**src/rtl/imul_sign_sequencer_if.sv**
```systemverilog
// Handshake and datapath bundle for imul_sign_sequencer.
// slave  : the sequencer itself (takes requests and the array product, drives results).
// master : the requester side plus the array multiplier's product output.
interface imul_sign_sequencer_if;
    logic        iStart;
    logic        iSigned;
    logic [15:0] iA;
    logic [15:0] iB;
    logic [15:0] oMagA;
    logic [15:0] oMagB;
    logic [31:0] iProd;
    logic [31:0] oResult;
    logic        oDone;
    logic        oBusy;

    modport slave (
        input  iStart, iSigned, iA, iB, iProd,
        output oMagA, oMagB, oResult, oDone, oBusy
    );

    modport master (
        output iStart, iSigned, iA, iB, iProd,
        input  oMagA, oMagB, oResult, oDone, oBusy
    );
endinterface

```
**src/rtl/imul_sign_sequencer.sv**
```systemverilog
// Sign-handling sequencer wrapped around an external 16x16 unsigned ripple array multiplier.
// Operands are reduced to magnitudes, the array is given SETTLE_CYCLES to settle, and the
// captured product is negated when exactly one signed operand was negative.
// Optional build macro IMUL_ZERO_SKIP_EN: a zero operand bypasses the settle wait and
// forces a zero result.
module imul_sign_sequencer #(
    parameter int unsigned SETTLE_CYCLES = 2  // legal range 1..15
) (
    input  logic                  Clock,
    input  logic                  Reset,
    imul_sign_sequencer_if.slave  bus
);

    localparam logic [1:0] StIdle    = 2'd0;
    localparam logic [1:0] StWait    = 2'd1;
    localparam logic [1:0] StCapture = 2'd2;

    localparam logic [3:0] CntInit = 4'(SETTLE_CYCLES - 1);

    logic [1:0]  state_q,  state_d;
    logic [3:0]  cnt_q,    cnt_d;
    logic        sign_q,   sign_d;
    logic [15:0] mag_a_q,  mag_a_d;
    logic [15:0] mag_b_q,  mag_b_d;
    logic [31:0] result_q, result_d;
    logic        done_q,   done_d;
    logic        busy_q,   busy_d;
`ifdef IMUL_ZERO_SKIP_EN
    logic        zero_q,   zero_d;
`endif

    // Next-state logic: accept in idle, count down the settle window, then sign-correct.
    always_comb begin
        state_d  = state_q;
        cnt_d    = cnt_q;
        sign_d   = sign_q;
        mag_a_d  = mag_a_q;
        mag_b_d  = mag_b_q;
        result_d = result_q;
        done_d   = 1'b0;
        busy_d   = busy_q;
`ifdef IMUL_ZERO_SKIP_EN
        zero_d   = zero_q;
`endif
        case (state_q)
            StIdle: begin
                if (bus.iStart) begin
                    sign_d  = bus.iSigned & (bus.iA[15] ^ bus.iB[15]);
                    // -32768 maps to 0x8000, which the unsigned array handles exactly
                    mag_a_d = (bus.iSigned & bus.iA[15]) ? 16'(~bus.iA + 16'd1) : bus.iA;
                    mag_b_d = (bus.iSigned & bus.iB[15]) ? 16'(~bus.iB + 16'd1) : bus.iB;
                    cnt_d   = CntInit;
                    busy_d  = 1'b1;
`ifdef IMUL_ZERO_SKIP_EN
                    zero_d  = (bus.iA == 16'd0) || (bus.iB == 16'd0);
                    state_d = zero_d ? StCapture : StWait;
`else
                    state_d = StWait;
`endif
                end
            end
            StWait: begin
                if (cnt_q == 4'd0) begin
                    state_d = StCapture;
                end else begin
                    cnt_d = cnt_q - 4'd1;
                end
            end
            StCapture: begin
                // Negating a zero product yields zero, so no special case is needed here
                result_d = sign_q ? (~bus.iProd + 32'd1) : bus.iProd;
`ifdef IMUL_ZERO_SKIP_EN
                // The array has not settled on the skip path, so ignore its output
                if (zero_q) begin
                    result_d = 32'd0;
                end
`endif
                done_d  = 1'b1;
                busy_d  = 1'b0;
                state_d = StIdle;
            end
            default: begin
                state_d = StIdle;
                busy_d  = 1'b0;
            end
        endcase
    end

    // State registers with synchronous reset; reset aborts any operation in flight.
    always_ff @(posedge Clock) begin
        if (Reset) begin
            state_q  <= StIdle;
            cnt_q    <= 4'd0;
            sign_q   <= 1'b0;
            mag_a_q  <= 16'd0;
            mag_b_q  <= 16'd0;
            result_q <= 32'd0;
            done_q   <= 1'b0;
            busy_q   <= 1'b0;
`ifdef IMUL_ZERO_SKIP_EN
            zero_q   <= 1'b0;
`endif
        end else begin
            state_q  <= state_d;
            cnt_q    <= cnt_d;
            sign_q   <= sign_d;
            mag_a_q  <= mag_a_d;
            mag_b_q  <= mag_b_d;
            result_q <= result_d;
            done_q   <= done_d;
            busy_q   <= busy_d;
`ifdef IMUL_ZERO_SKIP_EN
            zero_q   <= zero_d;
`endif
        end
    end

    assign bus.oMagA   = mag_a_q;
    assign bus.oMagB   = mag_b_q;
    assign bus.oResult = result_q;
    assign bus.oDone   = done_q;
    assign bus.oBusy   = busy_q;

endmodule

```
**src/flat_wrapper.sv**
```systemverilog
// flat-port wrapper written by rule: the top's interface ports become plain ports
module imul_sign_sequencer_flat 
#(
    parameter int unsigned SETTLE_CYCLES = 2                      
)
  (Clock, Reset, bus_iStart, bus_iSigned, bus_iA, bus_iB, bus_iProd, bus_oMagA, bus_oMagB, bus_oResult, bus_oDone, bus_oBusy);
  imul_sign_sequencer_if bus_i ();
  input  logic Clock;
  input  logic Reset;
  input wire logic [$bits(bus_i.iStart)-1:0] bus_iStart;
  input wire logic [$bits(bus_i.iSigned)-1:0] bus_iSigned;
  input wire logic [$bits(bus_i.iA)-1:0] bus_iA;
  input wire logic [$bits(bus_i.iB)-1:0] bus_iB;
  input wire logic [$bits(bus_i.iProd)-1:0] bus_iProd;
  output wire logic [$bits(bus_i.oMagA)-1:0] bus_oMagA;
  output wire logic [$bits(bus_i.oMagB)-1:0] bus_oMagB;
  output wire logic [$bits(bus_i.oResult)-1:0] bus_oResult;
  output wire logic [$bits(bus_i.oDone)-1:0] bus_oDone;
  output wire logic [$bits(bus_i.oBusy)-1:0] bus_oBusy;
  assign bus_i.iStart = bus_iStart;
  assign bus_i.iSigned = bus_iSigned;
  assign bus_i.iA = bus_iA;
  assign bus_i.iB = bus_iB;
  assign bus_i.iProd = bus_iProd;
  assign bus_oMagA = bus_i.oMagA;
  assign bus_oMagB = bus_i.oMagB;
  assign bus_oResult = bus_i.oResult;
  assign bus_oDone = bus_i.oDone;
  assign bus_oBusy = bus_i.oBusy;
  imul_sign_sequencer #(.SETTLE_CYCLES(SETTLE_CYCLES)) u_core (.Clock(Clock), .Reset(Reset), .bus(bus_i));
endmodule
```
**config.mk**
```make
export PLATFORM = sky130hd
export DESIGN_NAME = imul_sign_sequencer_flat
export DESIGN_NICKNAME = d
export VERILOG_FILES = /design/src/rtl/imul_sign_sequencer_if.sv /design/src/rtl/imul_sign_sequencer.sv /design/src/flat_wrapper.sv
export SDC_FILE = /design/constraint.sdc
export NUM_CORES = 1
export LEC_CHECK = 0
export CORE_MARGIN = 3
export CORE_UTILIZATION = 38
export CTS_CLUSTER_DIAMETER = 100
export CTS_CLUSTER_SIZE = 16
export DETAILED_ROUTE_END_ITERATION = 16
export PLACE_DENSITY = 0.71
export SYNTH_ARGS = -nofsm -noshare
export SYNTH_HDL_FRONTEND = slang
export SYNTH_SLANG_ARGS = --single-unit
export TNS_END_PERCENT = 30
```
**constraint.sdc**
```tcl
create_clock -name Clock -period 3.29 [get_ports Clock]
set_clock_uncertainty 0.2 [all_clocks]
set_input_delay 0.658 -clock Clock [delete_from_list [all_inputs] [get_ports Clock]]
set_output_delay 0.658 -clock Clock [all_outputs]
set_load 0.01 [all_outputs]
```
; After elaboration in Yosys (flattened, before gate mapping)
; Cells that the tools add are included.
[word_totals]
ff_bits = 73
romBits = 0
latch_bits = 0
inputBits = 68
elab_cells = 44
ram_bits = 0
mem_count = 0
output_inout_bits = 66
[classes]
n_div = 0
shift = 0
n_reduce_logical = 7
muxes = 12
bitwise = 8
add_sub_neg = 4
magnitude_cmp = 0
n_eq_ne = 5
n_mul = 0
[op_table]
columns = operator, count
row1 = $add A16 B1 Y16 const B, 2
row2 = $add A32 B1 Y32 const B, 1
row3 = $mux W16, 2
row4 = $mux W32, 1
row5 = $not A16 Y16, 2
row6 = $not A32 Y32, 1
row7 = $mux W4, 2
row8 = $pmux W4 S2, 1
row9 = $reduce_and A2 Y1, 3
row10 = $logic_not A4 Y1, 1
row11 = $mux W2, 2
row12 = $ne A2 B2 Y1 const B, 2
row13 = $pmux W2 S2, 1
row14 = $sub A4 B1 Y4 const B, 1
row15 = $and A1 B1 Y1, 3
row16 = $reduce_and A3 Y1, 1
row17 = $eq A2 B1 Y1 const B, 1
row18 = $eq A2 B2 Y1 const B, 1
row19 = $logic_not A2 Y1, 1
row20 = $mux W1, 2
row21 = $ne A2 B1 Y1 const B, 1
row22 = $pmux W1 S2, 1
row23 = $reduce_bool A2 Y1, 1
row24 = $not A1 Y1, 1
row25 = $xor A1 B1 Y1, 1

; Longest topological paths before layout
[depth]
ltp_word = 3
depth_mapped = 7
depth_no_buf = 7

; Least setup slack after synthesis
; OpenSTA, ideal clock, no wires.
[synth_path]
path_type = input to register
start = input port bus_iB[0]
end = register u_core.mag_b_q[14], in the netlist u_core.bus.oMagB[14]
t_required_ns = 3.004
n_path_buf = 0
path_stages = 7
setup_ns = 0.086
arrival_time_ns = 2.176
setup_slack_ns = 0.829
cell_sequence = inv_1 ha_1 or4b_1 or2_2 o41ai_2 xor2_1 a211oi_1
[synth_via]
elab_chain_cells = 3
[synth_lines]
columns = item, line_no
row1 = "start, declared", flat_wrapper.sv:13  ; input wire logic [$bits(bus_i.iB)-1:0] bus_iB;
row2 = $not A16 Y16, imul_sign_sequencer.sv:51  ; mag_b_d = (bus.iSigned & bus.iB[15]) ? 16'(~bus.iB + 16'd1) : bus.iB;
row3 = $add A16 B1 Y16, imul_sign_sequencer.sv:51
row4 = $mux W16, imul_sign_sequencer.sv:51
row5 = "end signal, assigned", imul_sign_sequencer.sv:108  ; mag_b_q <= mag_b_d;
row6 = "end, declared", imul_sign_sequencer.sv:24  ; logic [15:0] mag_b_q, mag_b_d;
; Every way passes these cells.
; A chain may end at the register's enable or synchronous reset.

; Worst setup path in the final report
; Ends and elaborated chain as after synthesis.

==> flow_summary.ini <==
[timing]
fmax_mhz = 361
fin_crit_sh_pct = 84.3
worstMarginPinSlew_ns = 0.895
timing.final.crit_period_ns = 2.77
grt_setup_unrepaired = no
finalSetupTns_ns = 0
max_slew_margin_pct = 40.1
hold_viol = 0
final-setup-viol-count = 0
slew_violations = 0

[critical_path]
cp_slowest_cell = or4b_1
cp_num_buf_inv = 2
cp_cell_sequence = clkdlybuf4s50_1 -> inv_1 -> ha_1 -> or4b_1 -> or2_2 -> o41ai_2 -> xor2_1 -> a211oi_1
critical_path.max_fanout = 5
endpoint_kind = register
crit_required_ns = 3.34
start_kind = input pin
path_delay_family = simple AND/OR/NAND/NOR gates
slowest_delay_ns = 0.53
cp.arrival_ns = 2.82
crit_type = in -> reg

[grt]
grt_pass1_wl_um = 17800
grt.overflow.total = 0
grt_max_degree = 64
grt_pass1_vias = 3772
grt_antenna_before_repair = 0
grt_usage_pct = 19.0

[clock_tree]
clockBufferDepth = 2
cts_tree = yes
cts_resized = 0
cts_buffers = 9
cts-root-buf = clkbuf_8
htreeDepth = 3
clk_pin_slew_ns = 0.08
clock_latency_ns = 0.35
post_cts_buffers = 0
cts_hold_buf = 0
clock-sinks = 73

[synthesis]
post-synth-top-area-fraction_pct = 38.2
post-synth-top-count-cell = dfxtp_1
ys_seq_area_share_pct = 38.2
synth_area_leader_cell = dfxtp_1
synth_warnings = 0
ys_seq_elements = 73
avgSynthCellArea_sq_um = 8.26
synth_commonest_cells = 73 x dfxtp_1, 59 x nor2_1, 43 x nand2_1
netlist_instances = 463
synth_edf_count = 0
synthFlopType = dfxtp_1
synthDistinctLibCells = 47
synth_area_leaders = dfxtp_1 38%, xor2_1 8.7%, a211oi_1 7.5%
syn_area_sq_um = 3820
syn_nets = 536
async_reset_ff_share_pct = 0

[drt]
drt_iter0_drc = 123
antenna_left = 0
viasPerCell = 5.26
wl_per_cell_um = 14.7
routed-via-count = 3815
drc = 0
wl_um = 10600
first_pass_iters = 4

[floorplanning]
die_area_sq_um = 11300
fp.dieH_um = 106
ios = 134
start_util_pct = 40.2
die_width_um = 106
core-area_sq_um = 9500
row_count = 35

[finish]
drive_above_1_share_pct = 6.72
area_delta_synth_final_pct = 44.9
fin_nets = 663

[pwr]
leakagePower_nw = 1.88
peakVddDrop_v = 0.000201
total_power_mw = 2.35
p_per_area_nw_per_um2 = 424

[place]
place_congestion = 0.851
hpwlAfterDp_um = 7990
portBuffers = 133

[flow_run]
drv_cap = 0

[run_status]
status = finished, final reports clean

[min_path]
worst_hold_path_type = reg -> reg
==> state kept, by name, indices dropped and copies added, names as in the netlist <==
name / flops
u_core.bus.oResult: 32
u_core.bus.oDone: 1
u_core.bus.oMagB: 16
u_core.sign_q: 1
u_core.cnt_q: 4
u_core.bus.oBusy: 1
u_core.bus.oMagA: 16
u_core.state_q: 2
==> stage by stage <==
stage               instance area (sq um)  util [%]  std cells  setup WS, ns  hold WS, ns
CTS                                  5540      58.2        724         0.511        0.260
finish                               5540      58.3        725         0.517        0.253
global route                         5540      58.2        724         0.375        0.280
global placement                     5300      55.8        708         0.251        0.235
detailed placement                   5300      55.8        708         0.193        0.241
floorplan                            3820         -        463         0.829        0.266
==> worst register-to-register path: stages, from the launching register on <==
cell and delay [ns]:
dfxtp_1 0.39, inv_1 0.09, ha_1 0.20, nor3b_1 0.15
or3_1 0.37, nor4_1 0.25, xnor2_1 0.16, nor3_1 0.07
==> where the power goes <==
part           switching, mW  internal [mW]  leakage (nW)
Clock                  0.351          0.474         0.117
Combinational          0.259          0.281          1.17
Sequential            0.0377          0.948         0.598
Total                  0.647           1.70          1.88
==> cell families after synthesis <==
logic type / count (synthesis) / share of synthesized area, %
flops: 73 / 38.2
simple gates: 166 / 20.9
xor+xnor: 55 / 12.6
buf+inv: 41 / 4.06
compound gates: 122 / 22.3
mux: 1 / 0.262
fa+ha+maj: 5 / 1.64
==> cells in the final DEF (no fill, tap or decap), types with 5 or more instances in the layout <==
cell type,netlist,routed
or3_1,6,6
xor2_1,38,38
buf_4,0,8
inv_1,15,15
nand2_1,43,43
o31ai_1,14,14
xnor2_1,17,17
nor3_1,17,17
clkbuf_8,0,11
nand3_1,7,7
o21ai_0,26,26
a311oi_1,5,5
ha_1,5,5
nor2_1,59,59
o41ai_1,10,10
clkdlybuf4s50_1,0,132
dfxtp_1,73,73
a211oi_1,38,38
a31oi_1,5,5
a21oi_1,15,15
==> final cells by class <==
cell class                      count  area (sq um)
Antenna cell                        1          2.50
Clock buffer                       11           151
Clock inverter                      5          85.1
Fill cell                         891          3970
Inverter                           15          56.3
Multi-Input combinational cell    349          2210
Sequential cell                    73          1460
Tap cell                          129           161
Timing Repair Buffer              142          1410
==> worst paths after layout <==
kind,slack [ns],start,depth (start not counted),to
max,0.52,bus_iB[0],8,u_core.bus.oMagB[14]
min,0.25,u_core.bus.oResult[16],2,u_core.bus.oResult[16]
min reg2reg,0.25,u_core.bus.oResult[16],2,u_core.bus.oResult[16]
max reg2reg,1.27,u_core.cnt_q[0],7,u_core.cnt_q[3]
==> metal layers <==
layer	vias up	share of wire [%]	global-route usage, %
met5	-	0	0
met4	0	1.4	6.01
met3	12	9.6	6.62
met2	141	46	31.1
met1	1742	43	23.5
li1	1920	-	-
No activity file was read; power rests on OpenSTA's default activity.
